`src/rtl/branch_rs.sv`:
```
// Branch reservation station: buffers dispatched branch ops until both
// operands are available from the CDBs, then issues the lowest-index ready
// op per cycle into the Branch unit through registered outputs.
//
// Dispatch handshake: dispEn is a request and !rsFull is the grant. A
// dispatch completes at a rising edge only when dispEn=1, rsFull=0 and
// flush=0. While rsFull=1 the dispatcher holds its request unchanged.
module branch_rs #(
    parameter int DEPTH  = 4,
    parameter int DATA_W = 32,
    parameter int OP_W   = 6,
    parameter int TAG_W  = 4
) (
    input  logic              clk,
    input  logic              rst,
    input  logic              flush,
    input  logic              dispEn,
    input  logic [OP_W-1:0]   dispOp,
    input  logic              dispValO,
    input  logic [DATA_W-1:0] dispDataO,
    input  logic [TAG_W-1:0]  dispTagO,
    input  logic              dispValT,
    input  logic [DATA_W-1:0] dispDataT,
    input  logic [TAG_W-1:0]  dispTagT,
    input  logic [DATA_W-1:0] dispImm,
    input  logic [DATA_W-1:0] dispPC,
    input  logic [1:0]        dispBNum,
    input  logic              cdbAEn,
    input  logic [TAG_W-1:0]  cdbATag,
    input  logic [DATA_W-1:0] cdbAData,
    input  logic              cdbBEn,
    input  logic [TAG_W-1:0]  cdbBTag,
    input  logic [DATA_W-1:0] cdbBData,
    output logic              rsFull,
    output logic              BranchWorkEn,
    output logic [DATA_W-1:0] operandO,
    output logic [DATA_W-1:0] operandT,
    output logic [DATA_W-1:0] imm,
    output logic [DATA_W-1:0] PC,
    output logic [OP_W-1:0]   opCode,
    output logic [1:0]        bNum
);

    localparam int IDX_W = $clog2(DEPTH);

    // Entry storage
    logic [DEPTH-1:0]  r_valid;
    logic [DEPTH-1:0]  r_valO;
    logic [DEPTH-1:0]  r_valT;
    logic [DATA_W-1:0] r_dataO [DEPTH];
    logic [DATA_W-1:0] r_dataT [DEPTH];
    logic [TAG_W-1:0]  r_tagO  [DEPTH];
    logic [TAG_W-1:0]  r_tagT  [DEPTH];
    logic [OP_W-1:0]   r_op    [DEPTH];
    logic [DATA_W-1:0] r_imm   [DEPTH];
    logic [DATA_W-1:0] r_pc    [DEPTH];
    logic [1:0]        r_bnum  [DEPTH];

    logic [DEPTH-1:0]  w_ready;
    logic [IDX_W-1:0]  w_free_idx;
    logic [IDX_W-1:0]  w_sel_idx;
    logic              w_any_ready;
    logic              w_full;
    logic              w_disp_fire;

    // Operand capture: an already-valid operand is kept; a waiting one takes
    // the data of a matching CDB, cdbA taking precedence over cdbB.
    // Returns {valid, data}.
    function automatic logic [DATA_W:0] capture(input logic val,
                                                input logic [DATA_W-1:0] data,
                                                input logic [TAG_W-1:0] tag);
        if (val)
            return {1'b1, data};
        else if (cdbAEn && (cdbATag == tag))
            return {1'b1, cdbAData};
        else if (cdbBEn && (cdbBTag == tag))
            return {1'b1, cdbBData};
        else
            return {1'b0, data};
    endfunction

    assign w_full      = &r_valid;
    assign rsFull      = w_full;
    assign w_disp_fire = dispEn & ~w_full;
    assign w_any_ready = |w_ready;

    // Ready vector and lowest-index free / ready entry selection
    always_comb begin
        w_ready    = '0;
        w_free_idx = '0;
        w_sel_idx  = '0;
        for (int i = 0; i < DEPTH; i++)
            w_ready[i] = r_valid[i] & r_valO[i] & r_valT[i];
        for (int i = DEPTH - 1; i >= 0; i--) begin
            if (!r_valid[i]) w_free_idx = IDX_W'(i);
            if (w_ready[i])  w_sel_idx  = IDX_W'(i);
        end
    end

    // Entry state: flush clears, otherwise wakeup, dispatch and issue
    always_ff @(posedge clk) begin
        if (!rst) begin
            r_valid <= '0;
            r_valO  <= '0;
            r_valT  <= '0;
            for (int i = 0; i < DEPTH; i++) begin
                r_dataO[i] <= '0;
                r_dataT[i] <= '0;
                r_tagO[i]  <= '0;
                r_tagT[i]  <= '0;
                r_op[i]    <= '0;
                r_imm[i]   <= '0;
                r_pc[i]    <= '0;
                r_bnum[i]  <= '0;
            end
        end else if (flush) begin
            r_valid <= '0;
        end else begin
            // Wakeup of resident entries; a ready entry is unaffected.
            for (int i = 0; i < DEPTH; i++) begin
                if (r_valid[i]) begin
                    {r_valO[i], r_dataO[i]} <= capture(r_valO[i], r_dataO[i], r_tagO[i]);
                    {r_valT[i], r_dataT[i]} <= capture(r_valT[i], r_dataT[i], r_tagT[i]);
                end
            end
            // Issue frees the selected entry (it is never the free slot).
            if (w_any_ready)
                r_valid[w_sel_idx] <= 1'b0;
            // Dispatch into the lowest free slot, with same-cycle CDB bypass.
            if (w_disp_fire) begin
                r_valid[w_free_idx] <= 1'b1;
                {r_valO[w_free_idx], r_dataO[w_free_idx]} <= capture(dispValO, dispDataO, dispTagO);
                {r_valT[w_free_idx], r_dataT[w_free_idx]} <= capture(dispValT, dispDataT, dispTagT);
                r_tagO[w_free_idx] <= dispTagO;
                r_tagT[w_free_idx] <= dispTagT;
                r_op[w_free_idx]   <= dispOp;
                r_imm[w_free_idx]  <= dispImm;
                r_pc[w_free_idx]   <= dispPC;
                r_bnum[w_free_idx] <= dispBNum;
            end
        end
    end

    // Issue bundle registers; data holds when nothing issues
    always_ff @(posedge clk) begin
        if (!rst) begin
            BranchWorkEn <= 1'b0;
            operandO     <= '0;
            operandT     <= '0;
            imm          <= '0;
            PC           <= '0;
            opCode       <= '0;
            bNum         <= '0;
        end else if (flush) begin
            BranchWorkEn <= 1'b0;
        end else begin
            BranchWorkEn <= w_any_ready;
            if (w_any_ready) begin
                operandO <= r_dataO[w_sel_idx];
                operandT <= r_dataT[w_sel_idx];
                imm      <= r_imm[w_sel_idx];
                PC       <= r_pc[w_sel_idx];
                opCode   <= r_op[w_sel_idx];
                bNum     <= r_bnum[w_sel_idx];
            end
        end
    end

endmodule

```
`config.mk`:
```
export PLATFORM = sky130hd
export DESIGN_NAME = branch_rs
export DESIGN_NICKNAME = d
export VERILOG_FILES = /design/src/rtl/branch_rs.sv
export SDC_FILE = /design/constraint.sdc
export NUM_CORES = 2
export LEC_CHECK = 0
export ABC_AREA = 1
export BUFFER_PORTS_ARGS = -buffer_cell sky130_fd_sc_hd__buf_2
export CORE_MARGIN = 4
export CORE_UTILIZATION = 29
export CTS_BUF_LIST = sky130_fd_sc_hd__clkbuf_16
export CTS_CLUSTER_SIZE = 14
export DETAILED_ROUTE_END_ITERATION = 7
export GPL_TIMING_DRIVEN = 0
export PLACE_DENSITY = 0.45
export REMOVE_ABC_BUFFERS = 1
export SYNTH_ARGS = -nofsm -noshare
export SYNTH_HDL_FRONTEND = slang
export SYNTH_SLANG_ARGS = --single-unit
export TNS_END_PERCENT = 10
```
`constraint.sdc`:
```
create_clock -name clk -period 3.7 [get_ports clk]
set_clock_uncertainty 0.05 [all_clocks]
set_input_delay 0.555 -clock clk [delete_from_list [all_inputs] [get_ports clk]]
set_output_delay 0.555 -clock clk [all_outputs]
set_load 0.02 [all_outputs]
```
# Yosys cells after proc, flatten, opt, wreduce, memory -nomap -nowiden
# Memory sizes are Yosys's and may differ from the RTL's. A register that Yosys moved wholly into a read port is not among the register bits.
# Cells that the tools add are included.
# classes
order_cmp	7
eq_ne	20
muxes	139
n_bitwise	17
reduce_logical	37
# op_table
op	n
33-bit 2-to-1 mux	36
32-bit 2-to-1 mux	31
128-bit bitwise mux	2
128-bit 2-to-1 mux	2
32-bit binary-select mux with 2-bit select	2
4-bit == test	20
32-bit demux with 2-bit select	1
32-bit OR reduction	2
1-bit 2-to-1 mux	37
4-bit 2-to-1 mux	8
2-bit 2-to-1 mux	15
1-bit logical AND	23
4-bit OR reduction	3
1-bit bitwise AND	9
4-bit bitwise mux	2
3-bit >= comparator (second input constant)	2
2-bit by 3-bit < comparator with 1-bit output (second input constant)	2
6-bit 2-to-1 mux	1
2-bit NOT with 3-bit output	2
6-bit OR reduction	1
4-bit bitwise AND	1
1-bit demux with 2-bit select	2
2-bit by 1-bit >= comparator with 1-bit output (second input constant)	2
1-bit logical NOT	4
other kinds (7)	10
# word_totals
regBits	333
ram_bits	320
inputBits	224
output_inout_bits	138
wordCells	240
memories	6
# mem_list
name	depth	width	rd	rd_clocked_by_memory_dff	write_ports	line	source
r_imm	4	32	1	1	4	55	logic [DATA_W-1:0] r_imm [DEPTH];
r_pc	4	32	1	1	4	56	logic [DATA_W-1:0] r_pc [DEPTH];
r_op	4	6	1	1	4	54	logic [OP_W-1:0] r_op [DEPTH];
r_tagO	4	4	4	0	4	52	logic [TAG_W-1:0] r_tagO [DEPTH];
r_tagT	4	4	4	0	4	53	logic [TAG_W-1:0] r_tagT [DEPTH];
r_bnum	4	2	1	1	4	57	logic [1:0] r_bnum [DEPTH];

# Logic depth before layout (Yosys ltp)
# logic_depth
depth_word	17
mapped_depth	15
depth_no_buf	13

# Worst setup path after synthesis
# Ideal clock, no wire load.
# synth_path
path_type	input to register
start	input flush
end	memory r_bnum[1][0] (enable)
setup_ps	441
t_arrival_ps	3171
required_ps	3209
setup_slack_ps	38
path_stages	7
path_buffers	2
cell_sequence	buf_2 > nor2_1 > inv_1 > nor2_1 > inv_1 > clkbuf_1 > nand2_1
# synth_rtl
item	line	source
start: declaration	16	input logic flush,
end: declaration	57	

==> impl_results.md <==
* Post-route antenna net violation count at 0
* Max IR drop VDD at 0.368 mV
* Hold Path Class: input pin to register
* Die W at 385 um
* Fin Hold WS at 0.0972 ns
* Drt wl/cell at 24.8 um
* IO buf count at 361
* CP required at 4.29 ns
* Area contributors post-synth: edfxtp_1, nand2_1, dfxtp_1
* CTS Buf Count at 91
* Die Span Y at 385 um
* I/O pins at 362
* Yosys warns at 0
* Critical Path End Type: register
* Slowest stage cell, crit path: nor2_4
* Row Count at 138
* Initial drt markers at 4,314
* Post-DR vias/cell at 5.27
* CP cell instances: xor2_1 > nor2_4 > buf_16 > nand3_4 > nand2_2 > nand2_4 > inv_8 > nand2_1 > nand3_1 > nand3_1 > nand2_1
* Share of post-route cells with drive strength above 1 at 11.7%
* Distinct cells, synth at 39
* F_max at 0.278 GHz
* Share of the synthesized area in the top cell type at 23.3%
* Max-cap viol count at 2
* Final Wtd Congestion at 0.810
* Final-report setup violation count at 0
* Crit path buf inv count at 2
* Part of the cycle the worst path needs at 97.3%
* Rel. slew slack at -1.08%
* Setup TNS at 0 ns
* Synth area leader: edfxtp_1
* Clock Tree Root: clkbuf_16
* CTS sink count at 725
* CP max stage delay at 0.64 ns
* Fin crit period at 3.60 ns
* Antenna violations before repair at 34
* Final Hold Violating Endpoints at 0
* Startpoint Class: register
* Global-route wire length before repair at 290 mm
* FILL cells at 15.3k
* Pwr dens at 408 nW/um^2
* Critical Path AT at 4.19 ns
* Post-synthesis instance total at 6,165
* Result of the run: complete, but fails checks
* CP max FO at 33
* DR vias at 43.7k
* RSZ-0062 raised after global routing: yes
* Final Max Tran Viols at 32
* HPWL after DPL at 123 mm
* Std-Cell Core Area at 142,000 um^2
* Routed wire length at 206 mm
* P_leak at 0.0228 uW
* Worst-Margin Slew at 1.51 ns
* GRT Residual Overflow at 0
* Commonest non-fill, non-tap cell in the layout: nand2_1
* Violated checks: capacitance limit, slew limit
* CTS Hold Bufs at 0
* Initial core utilization at 29.2%
* Layout area overhead at 19.6%
* Synthesized area per cell at 6.70 um^2
* H-tree Lvls at 3
* Clock Latency Late Sink at 0.73 ns
* Seq/Total Area, Yosys at 42.9%
* Global Route Usage Sum at 26.7%
* CTS Buffer Depth at 3
* Detailed Routing Iterations Pass 1 at 8
* Pwr Total at 20,200 uW
* Area post-placement at 46,100 um^2
* Clk pin slew, worst setup/hold paths at 0.06 ns
* Fin nets at 6,539
* #FFs+latches synth at 725
* # DRC at 0
* Largest net degree at the start of global routing at 90
* Synthesized cell area at 41,300 um^2
* Top Family by Delay on Critical Path: simple AND/OR/NAND/NOR gates
* Commonest cells after routing, fill and taps aside: nand2_1, nor2_1, nand3_1, inv_1, dfxtp_1
* Final instance area at 49,400 um^2
* Type of the worst setup path: register to register
* CTS tree: built
* DIE AREA at 149,000 um^2
* Vias in the first global route at 41.0k
[worst paths after layout]
| kind | start | to | slack (ns) | depth (start not counted) |
|---|---|---|---|---|
| worst min-delay path | dispPC[20] | r_pc[3][20] | 0.1 | 3 |
| worst max register to register | r_tagT[2][2] | r_dataT[36] | 0.1 | 11 |
| worst min register to register | r_dataT[68] | r_dataT[68] | 0.40 | 2 |
| worst max-delay path | r_tagT[2][2] | r_dataT[36] | 0.1 | 11 |
[state kept, by name, indices dropped and copies added (netlist names), 16 cells and up]
name,count
r_tagO,16
r_dataT,128
r_imm,128
operandO,32
r_tagT,16
r_dataO,128
imm,32
r_pc,128
PC,32
operandT,32
r_op,24
[logic make-up after synthesis]
group | Yosys count | share of synthesized area (%)
simple gates | 3905 | 39.3
buf+inv | 880 | 8.93
flops | 725 | 42.9
compound gates | 642 | 8.63
xor+xnor | 13 | 0.276
[cell type report]
cell class              count  area (um^2)  share of cell area (%)
repair inverters            1         7.51                  0.0152
diodes                     16         40.0                  0.0811
multi-input cells        4567        20300                    41.1
repair buffers            479         4230                    8.56
flip-flops and latches    725        17700                    35.9
inverters                 450         1750                    3.55
clock inverters            79          727                    1.47
well taps                1890         2360                    4.79
clock buffers              91         2280                    4.61
[worst reg2reg max path: stages (launching register included)]
cell and delay, ns:
edfxtp_1 0.42, xor2_1 0.19, nor2_4 0.64, buf_16 0.27, nand3_4 0.45, nand2_2 0.26, nand2_4 0.42, inv_8 0.49
nand2_1 0.12, nand3_1 0.08, nand3_1 0.08, nand2_1 0.06
[power by group]
part | internal, uW | total [uW] | switching (uW)
clock | 5150 | 9130 | 3980
sequential | 8600 | 8700 | 104
combinational | 594 | 2320 | 1730
[metal layers]
metal	GRT usage [%]	wire length, um	vias up
li1	-	-	20400
met1	33.7	83500	20600
met2	42.5	91100	2197
met3	7.93	21100	593
met4	11.5	10100	26
met5	0	177	-
[synth_stat cells, drive strengths merged]
| library cell | instances |
|---|---|
| nand2 | 2310 |
| nor2 | 692 |
| nand3 | 676 |
| inv | 447 |
| dfxtp | 405 |
| o21ai | 362 |
| edfxtp | 320 |
| clkbuf | 218 |
| buf | 212 |
| nand4 | 185 |
| a21oi | 131 |
| a31oi | 73 |
| o221ai | 40 |
| or2 | 33 |
| o211ai | 25 |
| xnor2 | 8 |
| a211oi | 5 |
| nor3 | 5 |
| xor2 | 5 |
| nand3b | 4 |
| clkinv | 3 |
| o22ai | 3 |
| o211a | 1 |
| o21bai | 1 |
| o31ai | 1 |
[metrics by stage]
step | worst slack, ns | std cells | utilization (%)
5_1_grt | -0.00268 | 8285 | 34.9
3_3_place_gp | -25.23 | 7986 | 30.7
3_5_place_dp | -2.85 | 8092 | 32.5
2_1_floorplan | -6.79 | 5735 | -
6_report | 0.0990 | 8298 | 34.9
4_1_cts | 0.0248 | 8276 | 34.8
[repair_timing]
item / in CTS / in global routing
setup buffers: 7 / 5
endpoints found under the setup margin: 449 / 150
resized for setup: 20 / 3
pin swaps: 8 / 4
gates cloned: 7 / 1
Note: power is estimated with default switching activity, not from simulation.
